File: config.mk
export PLATFORM = sky130hd
export DESIGN_NAME = fifosc_param
export DESIGN_NICKNAME = d
export VERILOG_FILES = /design/src/rtl/fifosc_param.sv
export SDC_FILE = /design/constraint.sdc
export NUM_CORES = 1
export LEC_CHECK = 0
export CAP_MARGIN = 10
export CORE_MARGIN = 5
export CORE_UTILIZATION = 54
export CTS_BUF_LIST = sky130_fd_sc_hd__clkbuf_2
export DETAILED_ROUTE_END_ITERATION = 16
export PLACE_DENSITY = 0.78
export SYNTH_ARGS = -nofsm -noshare
export SYNTH_HDL_FRONTEND = slang
export SYNTH_SLANG_ARGS = --single-unit
File: constraint.sdc
create_clock -name clk -period 2 [get_ports clk]
set_input_delay 0.2 -clock clk [delete_from_list [all_inputs] [get_ports clk]]
set_output_delay 0.2 -clock clk [all_outputs]
set_load 0.02 [all_outputs]
File: src/rtl/fifosc_param.sv
`default_nettype none
// ============================================================================
// Module   : fifosc_param
// Brief    : Parametrised single-clock synchronous FIFO with occupancy count,
//            programmable almost-full/almost-empty thresholds, overflow and
//            underflow pulses, and an optional first-word-fall-through mode.
// Revision : 1.0 - initial release
// ============================================================================
module fifosc_param #(
    parameter int DATA_WIDTH = 8,
    parameter int ADDR_WIDTH = 3,
    parameter int FWFT       = 0,
    parameter int AF_LEVEL   = 6,
    parameter int AE_LEVEL   = 1
) (
    input  logic                  clk,
    input  logic                  flush,
    input  logic                  insert,
    input  logic                  remove,
    input  logic [DATA_WIDTH-1:0] di,
    output logic [DATA_WIDTH-1:0] dout,
    output logic                  empty,
    output logic                  full,
    output logic                  almost_empty,
    output logic                  almost_full,
    output logic [ADDR_WIDTH:0]   count,
    output logic                  overflow,
    output logic                  underflow
);

    localparam int                  c_depth    = 1 << ADDR_WIDTH;
    localparam logic [ADDR_WIDTH:0] c_full_cnt = (ADDR_WIDTH+1)'(c_depth);
    localparam logic [ADDR_WIDTH:0] c_af_cnt   = (ADDR_WIDTH+1)'(AF_LEVEL);
    localparam logic [ADDR_WIDTH:0] c_ae_cnt   = (ADDR_WIDTH+1)'(AE_LEVEL);
    localparam logic [ADDR_WIDTH:0] c_cnt_one  = (ADDR_WIDTH+1)'(1);
    localparam logic [ADDR_WIDTH-1:0] c_ptr_one = ADDR_WIDTH'(1);

    // Threshold configuration sanity checks, reported at elaboration.
    if (AF_LEVEL < 1 || AF_LEVEL > c_depth) begin : g_bad_af_level
        $error("fifosc_param: AF_LEVEL=%0d outside 1..%0d", AF_LEVEL, c_depth);
    end
    if (AE_LEVEL < 0 || AE_LEVEL > c_depth - 1) begin : g_bad_ae_level
        $error("fifosc_param: AE_LEVEL=%0d outside 0..%0d", AE_LEVEL, c_depth - 1);
    end
    if (FWFT != 0 && FWFT != 1) begin : g_bad_fwft
        $error("fifosc_param: FWFT=%0d must be 0 or 1", FWFT);
    end

    logic [DATA_WIDTH-1:0] r_mem [c_depth];
    logic [ADDR_WIDTH-1:0] r_wrptr;
    logic [ADDR_WIDTH-1:0] r_rdptr;

    logic                  w_bypass;
    logic                  w_do_insert;
    logic                  w_do_remove;
    logic [ADDR_WIDTH:0]   w_count_nxt;

    // Accept decisions and next occupancy. In registered-read mode an
    // insert+remove on an empty FIFO passes di straight to dout and leaves
    // the storage untouched; a full FIFO accepts an insert only when the
    // same-cycle remove frees a slot.
    always_comb begin
        w_bypass    = (FWFT == 0) && empty && insert && remove;
        w_do_remove = remove && !empty;
        w_do_insert = insert && (!full || w_do_remove) && !w_bypass;
        w_count_nxt = count;
        if (w_do_insert && !w_do_remove) begin
            w_count_nxt = count + c_cnt_one;
        end else if (!w_do_insert && w_do_remove) begin
            w_count_nxt = count - c_cnt_one;
        end
    end

    // Pointers, occupancy, registered flags and error pulses.
    always_ff @(posedge clk) begin
        if (flush) begin
            r_wrptr      <= '0;
            r_rdptr      <= '0;
            count        <= '0;
            empty        <= 1'b1;
            full         <= 1'b0;
            almost_empty <= 1'b1;
            almost_full  <= 1'b0;
            overflow     <= 1'b0;
            underflow    <= 1'b0;
        end else begin
            if (w_do_insert) begin
                r_wrptr <= r_wrptr + c_ptr_one;
            end
            if (w_do_remove) begin
                r_rdptr <= r_rdptr + c_ptr_one;
            end
            count        <= w_count_nxt;
            empty        <= (w_count_nxt == '0);
            full         <= (w_count_nxt == c_full_cnt);
            almost_empty <= (w_count_nxt <= c_ae_cnt);
            almost_full  <= (w_count_nxt >= c_af_cnt);
            overflow     <= insert && !w_do_insert && !w_bypass;
            underflow    <= remove && !w_do_remove && !w_bypass;
        end
    end

    // Storage write; contents are deliberately not cleared by flush.
    always_ff @(posedge clk) begin
        if (!flush && w_do_insert) begin
            r_mem[r_wrptr] <= di;
        end
    end

    if (FWFT == 0) begin : g_registered_read
        // Registered read port: loads the head one cycle after a remove.
        always_ff @(posedge clk) begin
            if (flush) begin
                dout <= '0;
            end else if (w_bypass) begin
                dout <= di;
            end else if (w_do_remove) begin
                dout <= r_mem[r_rdptr];
            end
        end
    end else begin : g_fwft_read
        // Head word is always presented; forced to zero while empty so the
        // post-flush value is deterministic.
        assign dout = empty ? '0 : r_mem[r_rdptr];
    end

endmodule
`default_nettype wire

==> summary.md, run 1 <==
| Metric | Value |
|---|---|
| Number of fill cells | `around 470` |
| Sum of buffers and inverters on the critical path | `1` |
| Overflow after GRT | `0` |
| H-tree lvl count | `3` |
| First-pass GRT wire length | `approximately 10000 um` |
| Seq. cell area | `2464 um2` |
| Design Power | `~0.0035 W` |
| Avg Cell Area, Syn | `about 16 um2` |
| Fraction of the mapped netlist area in simple logic gates | `0.06634` |
| Cell Chain, Critical Path | `clkdlybuf4s50_1` |
| Area share of the largest cell type after synthesis | `0.5363` |
| DIE HEIGHT | `between 90 and 100 um` |
| Final Hold Fails | `0` |
| CTS clk-pin slew, worst paths | `0.26 ns` |
| Yosys cell types | `43` |
| Non-filler cells, final | `350` |
| Final period util | `0.9182` |
| Setup Slack @ Placement | `slightly above 0.03 ns` |
| Gr usage total | `0.1666` |
| Post-CTS Setup Bufs | `0` |
| CTS Hold Bufs | `0` |
| Core ar. | `around 6400 um2` |
| Initial Utilization | `0.5611` |
| Routed length per placed instance | `18.86 um` |
| Multiplexer share of the synthesized area | `0.1327` |
| Resized Gates After CTS | `0` |
| Multi-input logic area | `1059 um2` |
| Synthesized instance count | `between 200 and 250` |
| CTS Buffer Depth | `2` |
| Cell total after placement | `about 330` |
| Iter 0 DRT Violations | `161` |
| # diodes | `0` |
| Synth Area in Compound Gates | `0.05971` |
| Hold Path Class | `in2reg` |
| DRC | `0` |
| I/O pin total | `30` |
| PwrDens | `~850 nW/um2` |
| Leakage | `1.394 nW` |
| CP delay by family, top | `buffers and inverters` |
| VDD IR max | `between 0.5 and 0.6 mV` |
| CTS buffer count | `9` |
| MaxCap Viol Count | `0` |
| Clk_skew | `0.04498 ns` |
| Area leader, netlist | `edfxtp_1` |
| CP arrival | `~1.6 ns` |
| Cell Area, Synth | `3583 um2` |
| Area grow syn2layout | `16.90%` |
| Insertion delay to the later sink of the worst-skew pair | `0.54 ns` |
| Syn nets | `roughly 230` |
| Adder-cell share of the synthesized area | `0.01397` |
| Fmax | `about 0.54 GHz` |
| Synthesized flop and latch total | `91` |
| Clk sinks | `91` |
| Largest net degree at the start of global routing | `18` |
| DP HPWL | `between 4000 and 5000 um` |
| Final net count | `284` |
| Vias in the first global route | `~1900` |
| CP Class | `reg2out` |
| CP max stage delay | `between 0.6 and 0.7 ns` |
| Area contributors post-synth | `edfxtp_1 (54%), dfxtp_1 (15%), mux4_2 (10%)` |
| PnR worst setup slack | `about 0.16 ns` |
| DR vias | `2007` |
| Total Wirelength | `6600 um` |
| Final setup viols | `0` |
| Die area | `roughly 8400 um2` |
| Largest family of logic cells by synthesized area | `multiplexers` |
| Status | `finished clean` |
| Req. time, crit path | `~1.8 ns` |
| Unrepaired setup endpoints after global routing | `false` |
| Crit path max fanout | `8` |
| Die Span X | `between 90 and 100 um` |
| Port bufs | `29` |
| Post-Route Setup TNS | `0 ns` |
| Layout cell share with drive strength beyond 1 | `0.2234` |
| Placed instance area | `4089 um2` |
| Actual slew at the worst max-slew pin | `approximately 0.7 ns` |
| CTS tree | `yes` |
| Initial antenna violation count | `0` |
| Design Area, Final | `around 4200 um2` |
| Post-route ant nets | `0` |
| Vias per cell | `5.734` |
| Cell Rows | `29` |
| Critical path startpoint category | `flip-flop` |
| Crit path time final | `between 1.5 and 2 ns` |
| Root buf cell | `clkbuf_2` |
| XOR/XNOR Fraction of Synth Area | `0.01920` |
| Yosys Warn Count | `0` |
| Drt pass-1 iters | `4` |
| Slowest cell on crit path | `clkdlybuf4s50_1` |
| Crit. End Element | `output port` |
| Routability Congestion | `about 0.8` |
| Final count of pins violating max slew | `0` |
| Register area share after synthesis | `0.6872` |
| Relative max-transition margin | `0.5172` |
-- cell usage in the layout, fill, tap and decap left out, types with 2 or more instances in the layout --
cell	instances
edfxtp_1	64
clkdlybuf4s50_1	29
dfxtp_1	26
buf_4	18
nor2_1	16
mux4_2	16
mux2i_1	10
clkbuf_2	10
o22ai_1	8
a22oi_1	7
inv_1	6
nand2_1	5
nor3_1	5
ha_1	4
nand3_1	3
and2_1	3
o21ai_0	3
xnor2_1	3
xor2_1	3
clkinvlp_4	3
nand4_1	2
nor3b_1	2
nor4b_1	2
inv_6	2
-- per-layer routing --
layer  global-route usage  share of wire
met1               0.2300           0.44
met2               0.2482           0.48
met5                    0              0
met4              0.06357          0.017
met3              0.05207          0.067
-- registers in the layout, summed over array words and instances (netlist names), named ones only --
signal	cells
underflow	1
almost_full	1
empty	1
overflow	1
almost_empty	1
r_rdptr	3
r_mem	64
r_wrptr	3
dout	8
full	1
count	4
-- power by group --
group	internal, W	switching, W
clock	0.000178	0.000612
combinational	0.000301	0.000294
sequential	0.00210	0.0000673
total	0.00257	0.000973
-- Yosys cell counts (all sizes together) --
cell type / count
edfxtp: 64
dfxtp: 27
mux4: 16
nor2: 16
mux2i: 10
a22oi: 8
o22ai: 8
buf: 7
inv: 7
nand2: 5
nor3: 5
ha: 4
o21ai: 4
xnor2: 4
and2: 3
nand3: 3
nor4b: 3
xor2: 3
clkbuf: 2
nand4: 2
nor2b: 2
nor3b: 2
a21oi: 1
a221oi: 1
a2bb2oi: 1
a31o: 1
a32oi: 1
and3: 1
mux2: 1
nand2b: 1
nor4: 1
o21bai: 1
o31ai: 1
o41ai: 1
or2b: 1
-- metrics by stage --
stage / hold slack [ns] / utilization
final: 0.3944 / 0.6560
after global placement: 0.5153 / 0.6403
after global routing: 0.3056 / 0.6560
after floorplan: 0.2989 / -
after detailed placement: 0.5307 / 0.6403
after CTS: 0.3568 / 0.6558
-- cell families after synthesis --
kind of cell / Yosys count
flops: 91
fa+ha+maj: 4
mux: 27
xor+xnor: 7
simple gates: 45
buf+inv: 16
compound gates: 28
-- layout make-up --
| class | instances | share of cell area |
|---|---|---|
| inverters | 7 | 0.006272 |
| clock inverters | 6 | 0.01165 |
| clock buffers | 10 | 0.01195 |
| well taps | 77 | 0.02300 |
| flip-flops and latches | 91 | 0.5881 |
| repair buffers | 48 | 0.1063 |
| multi-input cells | 111 | 0.2527 |
-- path summary, 6_finish.rpt --
check             cells after the start        from  slack, ns     endpoint
setup reg to reg                      6    count[1]       0.37        empty
setup / recovery                      1    count[1]       0.16     count[1]
hold reg to reg                       2  r_rdptr[1]       0.56   r_rdptr[1]
hold / removal                        1       di[1]       0.39  r_mem[0][1]
Note: power is estimated with default switching activity, not from simulation.
==> run 2: changes to the inputs <==
- SETUP_SLACK_MARGIN: unset -> 0.02
==> results of run 2 <==
Same layout as run 1: the final DEF is identical, and so are final timing and power.
Among the figures that moved: number of gates resized after CTS 0 -> 1
==> run 3: changes to the inputs <==
- TNS_END_PERCENT: unset -> 30
==> summary.md, run 3 (synthesis gave the netlist of run 1 again) <==
| Metric | Value |
|---|---|
| First-pass GRT wire length | `10780 um (+3.3%)` |
| Final period util | `0.9239 (+0.005663)` |
| PwrDens | `863.1 nW/um2 (+1.9%)` |
| Sw Ratio | `0.2862 (+0.01200)` |
| Most flop-heavy register | `r_mem` |
| Root buf cell | `clkbuf_2` |
| Insertion delay to the later sink of the worst-skew pair | `0.53 ns (about the same)` |
| Seq. cell area | `2465 um2 (about the same)` |
| Vias in the first global route | `2034 (+5.9%)` |
| Crit. End Element | `output port` |
| Final Hold Fails | `0 (unchanged)` |
| Post-CTS Setup Bufs | `0 (unchanged)` |
| DRC | `0 (unchanged)` |
| H-tree lvl count | `3 (unchanged)` |
| Slowest cell on crit path | `clkdlybuf4s50_1` |
| Hold path cells | `2 (+1)` |
| VDD IR max | `0.4598 mV (-23%)` |
| CP delay by family, top | `buffers and inverters` |
| Post-Route Setup TNS | `0 ns (unchanged)` |
| DIE HEIGHT | `91.46 um (unchanged)` |
| Cell Rows | `29 (unchanged)` |
| Status | `finished clean` |
| Multi-input logic area | `1052 um2 (-0.59%)` |
| Initial Utilization | `0.5611 (unchanged)` |
| Final setup viols | `0 (unchanged)` |
| Largest net degree at the start of global routing | `19 (+1)` |
| Clk sinks | `91 (unchanged)` |
| Core ar. | `6386 um2 (unchanged)` |
| Regs by FF count | `r_mem x64, dout x8, count x4` |
| Routability Congestion | `0.8031 (-1.7%)` |
| CTS buffer count | `9 (unchanged)` |
| Clk_skew | `0.02296 ns (-0.02202 ns)` |
| Vias per cell | `5.814 (+1.4%)` |
| # diodes | `0 (unchanged)` |
| Drt pass-1 iters | `4 (unchanged)` |
| Die area | `8365 um2 (unchanged)` |
| Req. time, crit path | `1.80 ns (about the same)` |
| Critical path startpoint category | `flip-flop` |
| CP arrival | `1.65 ns (about the same)` |
| Cell Chain, Critical Path | `clkdlybuf4s50_1` |
| I/O pin total | `30 (unchanged)` |
| Total Wirelength | `6947 um (+5.3%)` |
| DR vias | `2064 (+2.8%)` |
| DP HPWL | `4894 um (+11%)` |
| Reg2reg path depth | `4 (-2)` |
| Switching power | `0.001046 W (+7.5%)` |
| CP max stage delay | `0.64 ns (about the same)` |
| MaxCap Viol Count | `0 (unchanged)` |
| Final net count | `289 (+1.8%)` |
| Post-layout util | `0.6630 (+0.007053)` |
| Unrepaired setup endpoints after global routing | `true` |
| Hold Path Class | `in2reg` |
| Clock power share | `0.240 (+0.017)` |
| Die Span X | `91.46 um (unchanged)` |
| Relative max-transition margin | `0.4910 (-0.02622)` |
| CTS Buffer Depth | `2 (unchanged)` |
| Port bufs | `29 (unchanged)` |
| Sequential power share | `0.592 (-0.018)` |
| Final count of pins violating max slew | `0 (unchanged)` |
| Crit path time final | `1.848 ns (+0.01133 ns)` |
| Iter 0 DRT Violations | `149 (-7.5%)` |
| Gr usage total | `0.1707 (+0.004051)` |
| Actual slew at the worst max-slew pin | `0.7585 ns (+0.03907 ns)` |
| Combinational Power Share | `0.169 (about the same)` |
| Overflow after GRT | `0 (unchanged)` |
| CTS Hold Bufs | `0 (unchanged)` |
| Most frequent cells in the layout | `edfxtp_1 (64), clkdlybuf4s50_1 (29), dfxtp_1 (25)` |
| Leakage | `1.428 nW (+2.4%)` |
| Routed length per placed instance | `19.57 um (+3.8%)` |
| Crit. path cell count | `1 (unchanged)` |
| Cell Int Power | `0.002608 W (+1.3%)` |
| Placed instance area | `4120 um2 (+0.76%)` |
| Number of fill cells | `449 (-3.4%)` |
| Post-route ant nets | `0 (unchanged)` |
| CP Class | `reg2out` |
| Largest register FFs | `64 (unchanged)` |
| Initial antenna violation count | `0 (unchanged)` |
| Design Area, Final | `4234 um2 (+1.1%)` |
| Sum of buffers and inverters on the critical path | `1 (unchanged)` |
| Commonest non-fill, non-tap cell in the layout | `edfxtp_1` |
| CTS clk-pin slew, worst paths | `0.26 ns (about the same)` |
| Area grow syn2layout | `18.16%` |
| Crit path max fanout | `5 (-3)` |
| Fmax | `0.5412 GHz (-0.61%)` |
| CTS tree | `yes` |
| Layout cell share with drive strength beyond 1 | `0.2374 (+0.01397)` |
## run 3: cell count changes in the layout (fill, tap and decap cells not counted), sizes merged
cell,delta
buf,+5
clkbuf,-1
clkinv,-1
clkinvlp,-1
inv,+3
## run 3: cell type report
| class | count | share of cell area |
|---|---|---|
| multi-input cells | 111 | 0.2485 |
| clock inverters | 7 | 0.01566 |
| well taps | 77 | 0.02275 |
| clock buffers | 9 | 0.01064 |
| inverters | 7 | 0.006206 |
| repair buffers | 53 | 0.1141 |
| flip-flops and latches | 91 | 0.5822 |
## run 3: repair_timing
action | in CTS | in global routing
hold endpoints to repair | 0 | 0
setup endpoints to repair | 1 | 2
gates resized for setup | 1 | 1
## run 3: stage by stage
stage | hold WS, ns | worst slack, ns | power (W) | cells
after floorplan | 0.2989 | -0.01996 | 0.002560 | 218
after global placement | 0.5051 | 0.06201 | 0.002806 | 339
after detailed placement | 0.5268 | -0.004917 | 0.002823 | 339
after CTS | 0.3370 | 0.06723 | 0.003677 | 355
after global routing | 0.3569 | 0.01994 | 0.003830 | 355
final | 0.3755 | 0.1523 | 0.003654 | 355
## run 3: final timing paths
kind / startpoint / endpoint / slack (ns)
min reg2reg: r_rdptr[1] / flip-flop / 0.57
min: flush / r_wrptr[0] / 0.38
max: full / full / 0.15
max reg2reg: empty / dout[0] / 0.38
## run 3: worst reg2reg max path, delay by kind of cell (launching register included)
| kind | cells | cell delay (ns) |
|---|---|---|
| AO/OA/AOI/OAI | 3 | 1.02 |
| buffers and inverters | 1 | 0.06 |
| flip-flops | 1 | 0.49 |
## run 3: layer usage
metal | vias to the layer above | wire, um | global-route usage
met1 | 1061 | 3228 | 0.2409
met5 | - | 0 | 0
met3 | 4 | 261 | 0.03967
met4 | 0 | 44 | 0.04768
li1 | 962 | - | -
met2 | 37 | 3411 | 0.2667
## run 3: power by group through the flow
| stage | sequential [W] | combinational (W) | clock, W |
|---|---|---|---|
| floorplan | 0.00224 | 0.000319 | 0 |
| global route | 0.00218 | 0.000662 | 0.000992 |
| global placement | 0.00220 | 0.000607 | 0 |
| detailed placement | 0.00220 | 0.000620 | 0 |
| CTS | 0.00216 | 0.000622 | 0.000892 |
| finish | 0.00216 | 0.000616 | 0.000876 |
